[config.mk]
export PLATFORM = sky130hd
export DESIGN_NAME = if_stage
export DESIGN_NICKNAME = d
export VERILOG_FILES = /design/src/rtl/if_stage_pkg.sv /design/src/rtl/if_fifo.sv /design/src/rtl/if_stage.sv
export SDC_FILE = /design/constraint.sdc
export NUM_CORES = 1
export LEC_CHECK = 0
export CAP_MARGIN = 20
export CORE_MARGIN = 1.5
export CORE_UTILIZATION = 60
export DETAILED_ROUTE_END_ITERATION = 8
export DONT_BUFFER_PORTS = 1
export PLACE_DENSITY_LB_ADDON = 0.25
export SLEW_MARGIN = 40
export SYNTH_ARGS = -nofsm -noshare
export SYNTH_HDL_FRONTEND = slang
export SYNTH_HIERARCHICAL = 1
export SYNTH_SLANG_ARGS = --single-unit
[constraint.sdc]
create_clock -name clk -period 5 [get_ports clk]
set_clock_uncertainty 0.15 [all_clocks]
set_input_delay 0.75 -clock clk [delete_from_list [all_inputs] [get_ports clk]]
set_output_delay 0.75 -clock clk [all_outputs]
set_load 0.1 [all_outputs]
[src/rtl/if_stage_pkg.sv]
// Shared definitions for the instruction fetch stage.
// Holds datapath widths, the PC step, the default reset PC and the
// {pc, instruction} payload carried through the instruction buffer.
package if_stage_pkg;

    localparam int unsigned XLEN    = 32;
    localparam int unsigned INSN_W  = 32;
    localparam int unsigned PC_STEP = 4;

    localparam logic [XLEN-1:0] RESET_PC_DEFAULT = 32'h0000_0000;

    typedef struct packed {
        logic [XLEN-1:0]   pc;
        logic [INSN_W-1:0] insn;
    } if_entry_t;

    // Clear the byte-offset bits so every fetch address is word aligned.
    function automatic logic [XLEN-1:0] align_pc(input logic [XLEN-1:0] pc);
        return pc & ~XLEN'(PC_STEP - 1);
    endfunction

endpackage

[src/rtl/if_fifo.sv]
// Instruction buffer: synchronous DEPTH-entry FIFO of {pc, instruction}.
// Ports:
//   clk, rst          clock, asynchronous active-high reset
//   flush             empties the buffer; overrides same-cycle push/pop
//   push, push_entry  write one entry at the tail
//   pop               release the head entry
//   head_entry        current head (reset value {RESET_PC, 0})
//   count, empty      occupancy
module if_fifo
    import if_stage_pkg::*;
#(
    parameter int unsigned     DEPTH    = 2,
    parameter logic [XLEN-1:0] RESET_PC = RESET_PC_DEFAULT,
    localparam int unsigned    CNT_W    = $clog2(DEPTH + 1)
) (
    input  logic             clk,
    input  logic             rst,
    input  logic             flush,
    input  logic             push,
    input  if_entry_t        push_entry,
    input  logic             pop,
    output if_entry_t        head_entry,
    output logic [CNT_W-1:0] count,
    output logic             empty
);

    localparam int unsigned PTR_W = (DEPTH > 1) ? $clog2(DEPTH) : 1;

    if_entry_t        mem_q [DEPTH];
    if_entry_t        mem_d [DEPTH];
    logic [PTR_W-1:0] rd_ptr_q, rd_ptr_d;
    logic [PTR_W-1:0] wr_ptr_q, wr_ptr_d;
    logic [CNT_W-1:0] count_q, count_d;
    logic             do_push, do_pop;

    function automatic logic [PTR_W-1:0] ptr_inc(input logic [PTR_W-1:0] p);
        return (p == PTR_W'(DEPTH - 1)) ? '0 : p + PTR_W'(1);
    endfunction

    // Next-state: flush wins, otherwise independent push and pop.
    always_comb begin
        mem_d    = mem_q;
        rd_ptr_d = rd_ptr_q;
        wr_ptr_d = wr_ptr_q;
        count_d  = count_q;
        do_push  = push && !flush && (count_q != CNT_W'(DEPTH));
        do_pop   = pop && !flush && (count_q != '0);

        if (flush) begin
            rd_ptr_d = '0;
            wr_ptr_d = '0;
            count_d  = '0;
        end else begin
            if (do_push) begin
                mem_d[wr_ptr_q] = push_entry;
                wr_ptr_d        = ptr_inc(wr_ptr_q);
            end
            if (do_pop) begin
                rd_ptr_d = ptr_inc(rd_ptr_q);
            end
            case ({do_push, do_pop})
                2'b10:   count_d = count_q + CNT_W'(1);
                2'b01:   count_d = count_q - CNT_W'(1);
                default: count_d = count_q;
            endcase
        end
    end

    always_ff @(posedge clk or posedge rst) begin
        if (rst) begin
            for (int i = 0; i < int'(DEPTH); i++) begin
                mem_q[i] <= '{pc: RESET_PC, insn: '0};
            end
            rd_ptr_q <= '0;
            wr_ptr_q <= '0;
            count_q  <= '0;
        end else begin
            mem_q    <= mem_d;
            rd_ptr_q <= rd_ptr_d;
            wr_ptr_q <= wr_ptr_d;
            count_q  <= count_d;
        end
    end

    assign head_entry = mem_q[rd_ptr_q];
    assign count      = count_q;
    assign empty      = (count_q == '0);

endmodule

[src/rtl/if_stage.sv]
// Instruction fetch stage: issues word-aligned fetches, tags in-order
// responses with their PC, buffers them and hands them to decode.
// Ports:
//   clk, rst                         clock, asynchronous active-high reset
//   imem_req_valid/ready, imem_addr  fetch request channel
//   imem_rsp_valid, imem_rsp_data    in-order response channel
//   redirect_valid, redirect_pc      single-cycle branch/jump redirect
//   id_valid/ready, id_instruction,
//   id_pc                            decode handoff
module if_stage
    import if_stage_pkg::*;
#(
    parameter logic [XLEN-1:0] RESET_PC = RESET_PC_DEFAULT,
    parameter int unsigned     DEPTH    = 2
) (
    input  logic              clk,
    input  logic              rst,
    output logic              imem_req_valid,
    input  logic              imem_req_ready,
    output logic [XLEN-1:0]   imem_addr,
    input  logic              imem_rsp_valid,
    input  logic [INSN_W-1:0] imem_rsp_data,
    input  logic              redirect_valid,
    input  logic [XLEN-1:0]   redirect_pc,
    output logic              id_valid,
    input  logic              id_ready,
    output logic [INSN_W-1:0] id_instruction,
    output logic [XLEN-1:0]   id_pc
);

    localparam int unsigned CNT_W = $clog2(DEPTH + 1);
    localparam int unsigned SUM_W = CNT_W + 1;

    logic [XLEN-1:0]  fetch_pc_q, fetch_pc_d;
    logic [XLEN-1:0]  rsp_pc_q, rsp_pc_d;
    logic [CNT_W-1:0] outstanding_q, outstanding_d;
    logic [CNT_W-1:0] discard_q, discard_d;
    logic [CNT_W-1:0] buf_count;
    logic             buf_empty;
    logic             req_fire, rsp_accept, push, pop;
    logic [XLEN-1:0]  redirect_base;
    if_entry_t        push_entry, head;

    // Request credit, response bookkeeping and redirect handling.
    always_comb begin
        fetch_pc_d    = fetch_pc_q;
        rsp_pc_d      = rsp_pc_q;
        outstanding_d = outstanding_q;
        discard_d     = discard_q;
        redirect_base = align_pc(redirect_pc);

        // Outstanding requests plus buffered words never exceed DEPTH,
        // so every response is guaranteed a free buffer slot.
        imem_req_valid = !rst && !redirect_valid &&
                         ((SUM_W'(outstanding_q) + SUM_W'(buf_count)) < SUM_W'(DEPTH));
        req_fire   = imem_req_valid && imem_req_ready;
        rsp_accept = imem_rsp_valid && (outstanding_q != '0);
        push       = rsp_accept && !redirect_valid && (discard_q == '0);
        pop        = !buf_empty && id_ready;
        push_entry = '{pc: rsp_pc_q, insn: imem_rsp_data};

        case ({req_fire, rsp_accept})
            2'b10:   outstanding_d = outstanding_q + CNT_W'(1);
            2'b01:   outstanding_d = outstanding_q - CNT_W'(1);
            default: outstanding_d = outstanding_q;
        endcase

        if (redirect_valid) begin
            // Everything still in flight belongs to the old path.
            fetch_pc_d = redirect_base;
            rsp_pc_d   = redirect_base;
            discard_d  = outstanding_q - CNT_W'(rsp_accept);
        end else begin
            if (req_fire) begin
                fetch_pc_d = fetch_pc_q + XLEN'(PC_STEP);
            end
            if (rsp_accept) begin
                if (discard_q != '0) begin
                    discard_d = discard_q - CNT_W'(1);
                end else begin
                    rsp_pc_d = rsp_pc_q + XLEN'(PC_STEP);
                end
            end
        end
    end

    always_ff @(posedge clk or posedge rst) begin
        if (rst) begin
            fetch_pc_q    <= RESET_PC;
            rsp_pc_q      <= RESET_PC;
            outstanding_q <= '0;
            discard_q     <= '0;
        end else begin
            fetch_pc_q    <= fetch_pc_d;
            rsp_pc_q      <= rsp_pc_d;
            outstanding_q <= outstanding_d;
            discard_q     <= discard_d;
        end
    end

    if_fifo #(
        .DEPTH    (DEPTH),
        .RESET_PC (RESET_PC)
    ) u_fifo (
        .clk        (clk),
        .rst        (rst),
        .flush      (redirect_valid),
        .push       (push),
        .push_entry (push_entry),
        .pop        (pop),
        .head_entry (head),
        .count      (buf_count),
        .empty      (buf_empty)
    );

    assign imem_addr      = fetch_pc_q;
    assign id_valid       = !buf_empty;
    assign id_instruction = head.insn;
    assign id_pc          = head.pc;

endmodule
==> out/metrics.yaml, run 1 <==
status:
  status: "finished, final reports clean"
sta:
  period_minus_slack_ps: 3650
  rsz0062_at_grt: "no"
  finalMaxSlewViolations: 0
  maxSlewHeadroom_pct: 44.8
  worstMarginPinSlew_ps: 828
  fmax_ghz: 0.274
  finalHoldViolCount: 0
  finalSetupViolCount: 0
  fin_crit_sh_pct: 73.0
  finalSetupTns_ps: 0
detailed_routing:
  drt_iter0_drc: 492
  drc: 0
  wirelength_um: 20900
  ant_nets: 0
  routedWlPerCell_um: 20.9
  viasPerCell: 6.31
  firstDrtPassIters: 5
  vias: 6320
synthesis:
  synth-edff-count: 0
  synth_cells: 779
  synth_top_family_by_area: "multiplexers"
  syn_area_mm2: 0.00971
  ys_types: 57
  yosysTopAreaCellShare_pct: 50.5
  synth_ff_type: "dfrtp_1"
  yosys_warnings: 6
  async_reset_ff_share_pct: 100
  ys_seq_area_share_pct: 50.5
  ys_ff_latch: 196
  synth_xor_area_share_pct: 3.43
  synthMuxAreaShare_pct: 25.0
  synthTopCellsByArea: "dfrtp_1 (51%), mux2_2 (15%), mux2_4 (9.3%)"
  synthAdderAreaFrac_pct: 0.850
  synth-compound-area-share_pct: 6.61
  yosys.area_share.simple_pct: 10.0
  avgSynthCellArea_um2: 12.5
  yosys.area.top_type: "dfrtp_1"
placed_design:
  portBuffers: 0
  dp_cells: 968
  hpwlAfterDp_um: 14400
  gp_congestion: 0.949
grt:
  grt_max_degree: 70
  first_global_vias: 6512
  antenna_found_initial: 0
  grt_usage_pct: 25.8
  grt_pass1_wl_um: 33800
  gr-total-overflow: 0
clocking:
  cts_tree: "yes"
  cts_root_buf: "clkbuf_16"
  clk_pin_slew_ps: 70
  insertion_delay_ps: 430
  cts_buffer_depth: 2
  post_cts_buffers: 0
  cts_resized: 0
  h-tree-depth: 4
  clock_sinks: 196
  cts_buffers: 17
  cts_hold_buf: 1
floorplanning:
  core_mm2: 0.0158
  start_util_pct: 61.4
  dieWidth_um: 130
  rows: 46
  dieArea_mm2: 0.0170
  io_pins: 168
  fp.dieH_um: 130
power_and_ir_drop:
  clockPowerShare_pct: 20.3
  p_seq_share_pct: 36.8
  p_comb_share_pct: 42.9
  powerDensity_mw_per_mm2: 662
  swShare_pct: 49.8
  vdd_drop_max_uv: 375
  p_leak_uw: 0.00463
  p_int_uw: 3480
  switchingPower_uw: 3450
setup_path:
  crit_chain: "and2_1 -> fa_1 -> nor4_4 -> and2_1 -> inv_2 -> or4_1 -> nand4_1"
  path_class: "reg2reg"
  r2r_slack_ps: 1350
  critPathSlowestCell: "and2_1"
  cp_common_cell: "and2_1"
  reg2reg_to: "imem_addr[25]"
  setup.worst_path.end_class: "flop"
  start_kind: "flop"
  reg2reg_from: "u_fifo/count[0]"
  slowest_delay_ps: 630
  critPathMaxFanout: 27
  worstPathRequired_ps: 5210
  r2r.worst_path.cells: 7
  crit_arrival_ps: 3860
layout:
  final_layout_size_suffix_gt1_share_pct: 34.9
  final_common_cell: "dfrtp_1"
  fin_cells: 1001
  finish.net_count: 848
  antenna-diode-count: 0
  syn2layout_area_growth_pct: 7.96
  final_cell_mix: "dfrtp_1 (165), mux2_2 (129), nand2_1 (65)"
  final_util_pct: 66.2
  fill_cells: 1172
run:
  maxCapViolCount: 0
worst_hold_path:
  hp-class: "in2async"
==> cells by family after synthesis <==
family / after synthesis
simple gates: 185
xor+xnor: 38
fa+ha+maj: 6
compound gates: 99
flops: 196
buf+inv: 58
mux: 196
other cells: 1
==> power by group through the flow <==
| stage | registers [uW] | clock network, uW | logic [uW] |
|---|---|---|---|
| floorplan | 2460 | 0 | 2820 |
| global placement | 2530 | 0 | 2940 |
| global route | 2620 | 1510 | 3080 |
| finish | 2550 | 1410 | 2980 |
| detailed placement | 2580 | 0 | 2980 |
| CTS | 2560 | 1440 | 2990 |
==> worst max-delay path, delay by kind of cell, from the launching register on <==
| kind | cells | cell delay, ps |
|---|---|---|
| AND/OR/NAND/NOR | 5 | 2100 |
| adder cells (fa/ha/maj) | 1 | 490 |
| flip-flops | 1 | 450 |
| buffers and inverters | 1 | 390 |
==> cells in the mapped netlist (3+ instances only) <==
cell	n
nor2_1	23
and4_1	3
mux2_4	60
mux2_1	5
nand2_1	65
a21o_1	4
o311ai_0	13
inv_1	17
a21oi_1	5
a31oi_1	7
buf_4	5
o21ai_0	45
clkbuf_1	15
xor2_1	25
xnor2_1	13
and2_1	5
dfrtp_1	196
buf_2	5
buf_6	13
nand3_1	29
nand4_1	23
nor4_1	4
o211ai_1	15
ha_1	5
and3_1	9
nor3_1	5
mux2_2	129
==> stage by stage <==
| step | hold WS [ps] | power (uW) | setup WS (ps) | cell area (um2) |
|---|---|---|---|---|
| final | 38.1 | 6940 | 1350 | 10500 |
| after global routing | 48.1 | 7200 | 1200 | 10500 |
| after CTS | 34.3 | 6980 | 1390 | 10500 |
| after detailed placement | 329 | 5560 | 1410 | 9850 |
| after global placement | 316 | 5460 | 1500 | 9810 |
| after floorplan | 304 | 5280 | 574 | 9730 |
==> registers in the layout (all words and copies together), names as in the netlist <==
name and count:
u_fifo/mem_q 128, discard_q 2, imem_addr 30, outstanding_q 2, rsp_pc_q 30, u_fifo/rd_ptr_q 1
u_fifo/wr_ptr_q 1, u_fifo/count 2
==> layer usage <==
layer / wire length (um) / up-vias / GRT usage [%] / part of all wire, %
li1: - / 2809 / - / -
met1: 8830 / 3168 / 34.4 / 42
met2: 9990 / 309 / 40.8 / 48
met3: 1790 / 34 / 6.89 / 8.6
met4: 320 / 0 / 9.48 / 1.5
met5: 0 / - / 0 / 0
==> worst max-delay path by stage <==
stage	slack [ps]	start	to
floorplan	570	rst	u_fifo/count[0]
global placement	1500	u_fifo/count[0]	outstanding_q[1]
detailed placement	1410	u_fifo/count[0]	imem_addr[25]
CTS	1390	u_fifo/count[0]	imem_addr[25]
global route	1200	outstanding_q[0]	outstanding_q[1]
finish	1350	u_fifo/count[0]	imem_addr[25]
==> final cells by class <==
class,instances,area [um2],share of cell area (%)
repair buffers,8,86.3,0.823
inverters,19,73.8,0.704
well taps,216,270,2.58
multi-input cells,530,4490,42.8
flip-flops and latches,196,4950,47.2
clock buffers,18,439,4.19
clock inverters,14,179,1.71
Power figures use the tool's default switching activity.
==> run 2, diff against run 1 <==
==> constraint.sdc (replaced) <==
create_clock -name clk -period 3.6 [get_ports clk]
set_clock_uncertainty 0.15 [all_clocks]
set_input_delay 0.54 -clock clk [delete_from_list [all_inputs] [get_ports clk]]
set_output_delay 0.54 -clock clk [all_outputs]
set_load 0.1 [all_outputs]
==> run 2 against run 1 <==
Net effect: routed wire length increased by 2.0%; hold slack got worse by 37 ps; first-iteration DRC count decreased by 12%; clock-buffer cell count increased by 3; flip-flop and latch count unchanged; clock power increased by 34%; fmax increased by 18%; critical endpoint is now u_fifo/mem_q[51]; largest cell class unchanged.
==> out/metrics.yaml, run 2 (synthesized netlist as in run 1, its figures left out) <==
layout:
  design_area_mm2: 0.0107  # +2.4%
  syn2layout_area_growth_pct: 10.5
  final_common_cell: "dfrtp_1"
  largest_reg_flops: 128  # unchanged
  antenna-diode-count: 0  # unchanged
  final_layout_size_suffix_gt1_share_pct: 34.2  # -0.72 points
  final_cell_mix: "dfrtp_1 (194), mux2_2 (129), nand2_1 (65)"
  multiInputGateArea_mm2: 0.00449  # unchanged
  finish.net_count: 885  # +4.4%
  regMostFlops: "u_fifo/mem_q"
  ff_latch_area_mm2: 0.00491  # -0.78%
  fill_cells: 1141  # -2.6%
  fin_cells: 1038  # +3.7%
power_and_ir_drop:
  p_leak_uw: 0.00485  # +4.8%
  powerDensity_mw_per_mm2: 900  # +36%
  vdd_drop_max_uv: 450  # +20%
floorplanning:
  dieWidth_um: 130  # unchanged
  io_pins: 168  # unchanged
  rows: 46  # unchanged
  core_mm2: 0.0158  # unchanged
  dieArea_mm2: 0.0170  # unchanged
  fp.dieH_um: 130  # unchanged
  start_util_pct: 61.4  # unchanged
detailed_routing:
  vias: 6321  # +0.016%
  drt_iter0_drc: 431  # -12%
  firstDrtPassIters: 5  # unchanged
  wirelength_um: 21300  # +2.0%
  ant_nets: 0  # unchanged
  viasPerCell: 6.09  # -3.5%
  drc: 0  # unchanged
  routedWlPerCell_um: 20.6  # -1.7%
clocking:
  post_cts_buffers: 0  # unchanged
  clock_sinks: 196  # unchanged
  cts_buffers: 17  # unchanged
  cts_buffer_depth: 2  # unchanged
  cts_root_buf: "clkbuf_16"
  cts_resized: 0  # unchanged
  clk_pin_slew_ps: 70  # about the same
  cts_tree: "yes"
  h-tree-depth: 4  # unchanged
  insertion_delay_ps: 430  # about the same
sta:
  whs_ps: 1.01  # -37.0 ps
  finalSetupViolCount: 0  # unchanged
  setup_slack_ps: 514  # -835 ps
  rsz0062_at_grt: "no"
  finalHoldViolCount: 0  # unchanged
  fin_crit_sh_pct: 85.7  # +13 points
  finalSetupTns_ps: 0  # unchanged
  worstMarginPinSlew_ps: 829  # +0.795 ps
  fmax_ghz: 0.324  # +18%
  maxSlewHeadroom_pct: 44.7  # -0.053 points
  finalMaxSlewViolations: 0  # unchanged
  period_minus_slack_ps: 3090  # -565 ps
run:
  maxCapViolCount: 0  # unchanged
placed_design:
  dp_cells: 1005  # +3.8%
  portBuffers: 0  # unchanged
  hpwlAfterDp_um: 14800  # +2.5%
  gp_congestion: 0.936  # -1.3%
  preCtsSetupSlack_ps: 537  # -869 ps
  placed_area_mm2: 0.0101  # +2.8%
grt:
  grt_usage_pct: 25.8  # about the same
  first_global_vias: 6506  # -0.092%
  gr-total-overflow: 0  # unchanged
  grt_max_degree: 133  # +90%
  antenna_found_initial: 0  # unchanged
  grt_pass1_wl_um: 33700  # -0.37%
worst_hold_path:
  hp-class: "in2async"
setup_path:
  start_kind: "flop"
  critPathMaxFanout: 49  # +81%
  worstPathRequired_ps: 3750  # -1460 ps
  crit_arrival_ps: 3240  # -620 ps
  setup.worst_path.end_class: "flop"
  r2r_slack_ps: 510  # -830 ps
  path_class: "reg2reg"
status:
  status: "finished, final reports clean"
## run 2: changes by cell type in the layout (fill, tap and decap cells not counted), sizes merged
cell / previous run / this run
clkbuf: 18 / 21
bufinv: 3 / 2
clkinv: 7 / 5
buf: 7 / 44
## run 2: report_power, final
part           switching, uW  internal [uW]  leakage, uW  total, uW
logic                   3610            982      0.00206       4590
registers                383           2800      0.00250       3180
clock network            806           1080     0.000290       1890
total                   4790           4860      0.00485       9660
## run 2: path summary, 6_finish.rpt
check,end,start,cells past startpoint
min,u_fifo/mem_q[34],rst,2
max,u_fifo/mem_q[51],discard_q[0],8
min reg2reg,u_fifo/mem_q[114],u_fifo/mem_q[114],1
max in group asynchronous,rsp_pc_q[26],rst,3
max reg2reg,u_fifo/mem_q[51],discard_q[0],8
min in group clk,u_fifo/count[0],redirect_valid,1
## run 2: worst max-delay path: stages, from the launching register on
cell and delay [ps]:
dfrtp_1 370, inv_1 90, ha_1 210, o211ai_2 260, nor2_1 310, inv_1 160, or4b_4 720, buf_12 300
mux2_4 350
## run 2: routing by layer
| metal | global-route usage [%] | up-vias | share of wire (%) |
|---|---|---|---|
| met5 | 0 | - | 0 |
| met4 | 10.1 | 0 | 2.8 |
| met3 | 7.09 | 46 | 7.9 |
| met2 | 41.1 | 276 | 47 |
| met1 | 33.6 | 3129 | 43 |
| li1 | - | 2870 | - |
## run 2: cell type report
| type | instances | area share [%] |
|---|---|---|
| flip-flops and latches | 196 | 45.7 |
| inverters | 19 | 0.699 |
| clock inverters | 11 | 1.13 |
| well taps | 216 | 2.52 |
| clock buffers | 21 | 4.38 |
| repair buffers | 45 | 3.71 |
| multi-input cells | 530 | 41.8 |
## run 2: per-stage QoR
step | power [uW] | util [%]
final | 9660 | 67.8
after global routing | 10000 | 67.8
after CTS | 9720 | 67.8
after detailed placement | 7800 | 64.0
after global placement | 7660 | 64.0
after floorplan | 7330 | -
## run 2: what timing repair did
item	4_1_cts	5_1_grt
hold buffers	1	0
setup endpoints to repair	0	0
hold endpoints to repair	26	0
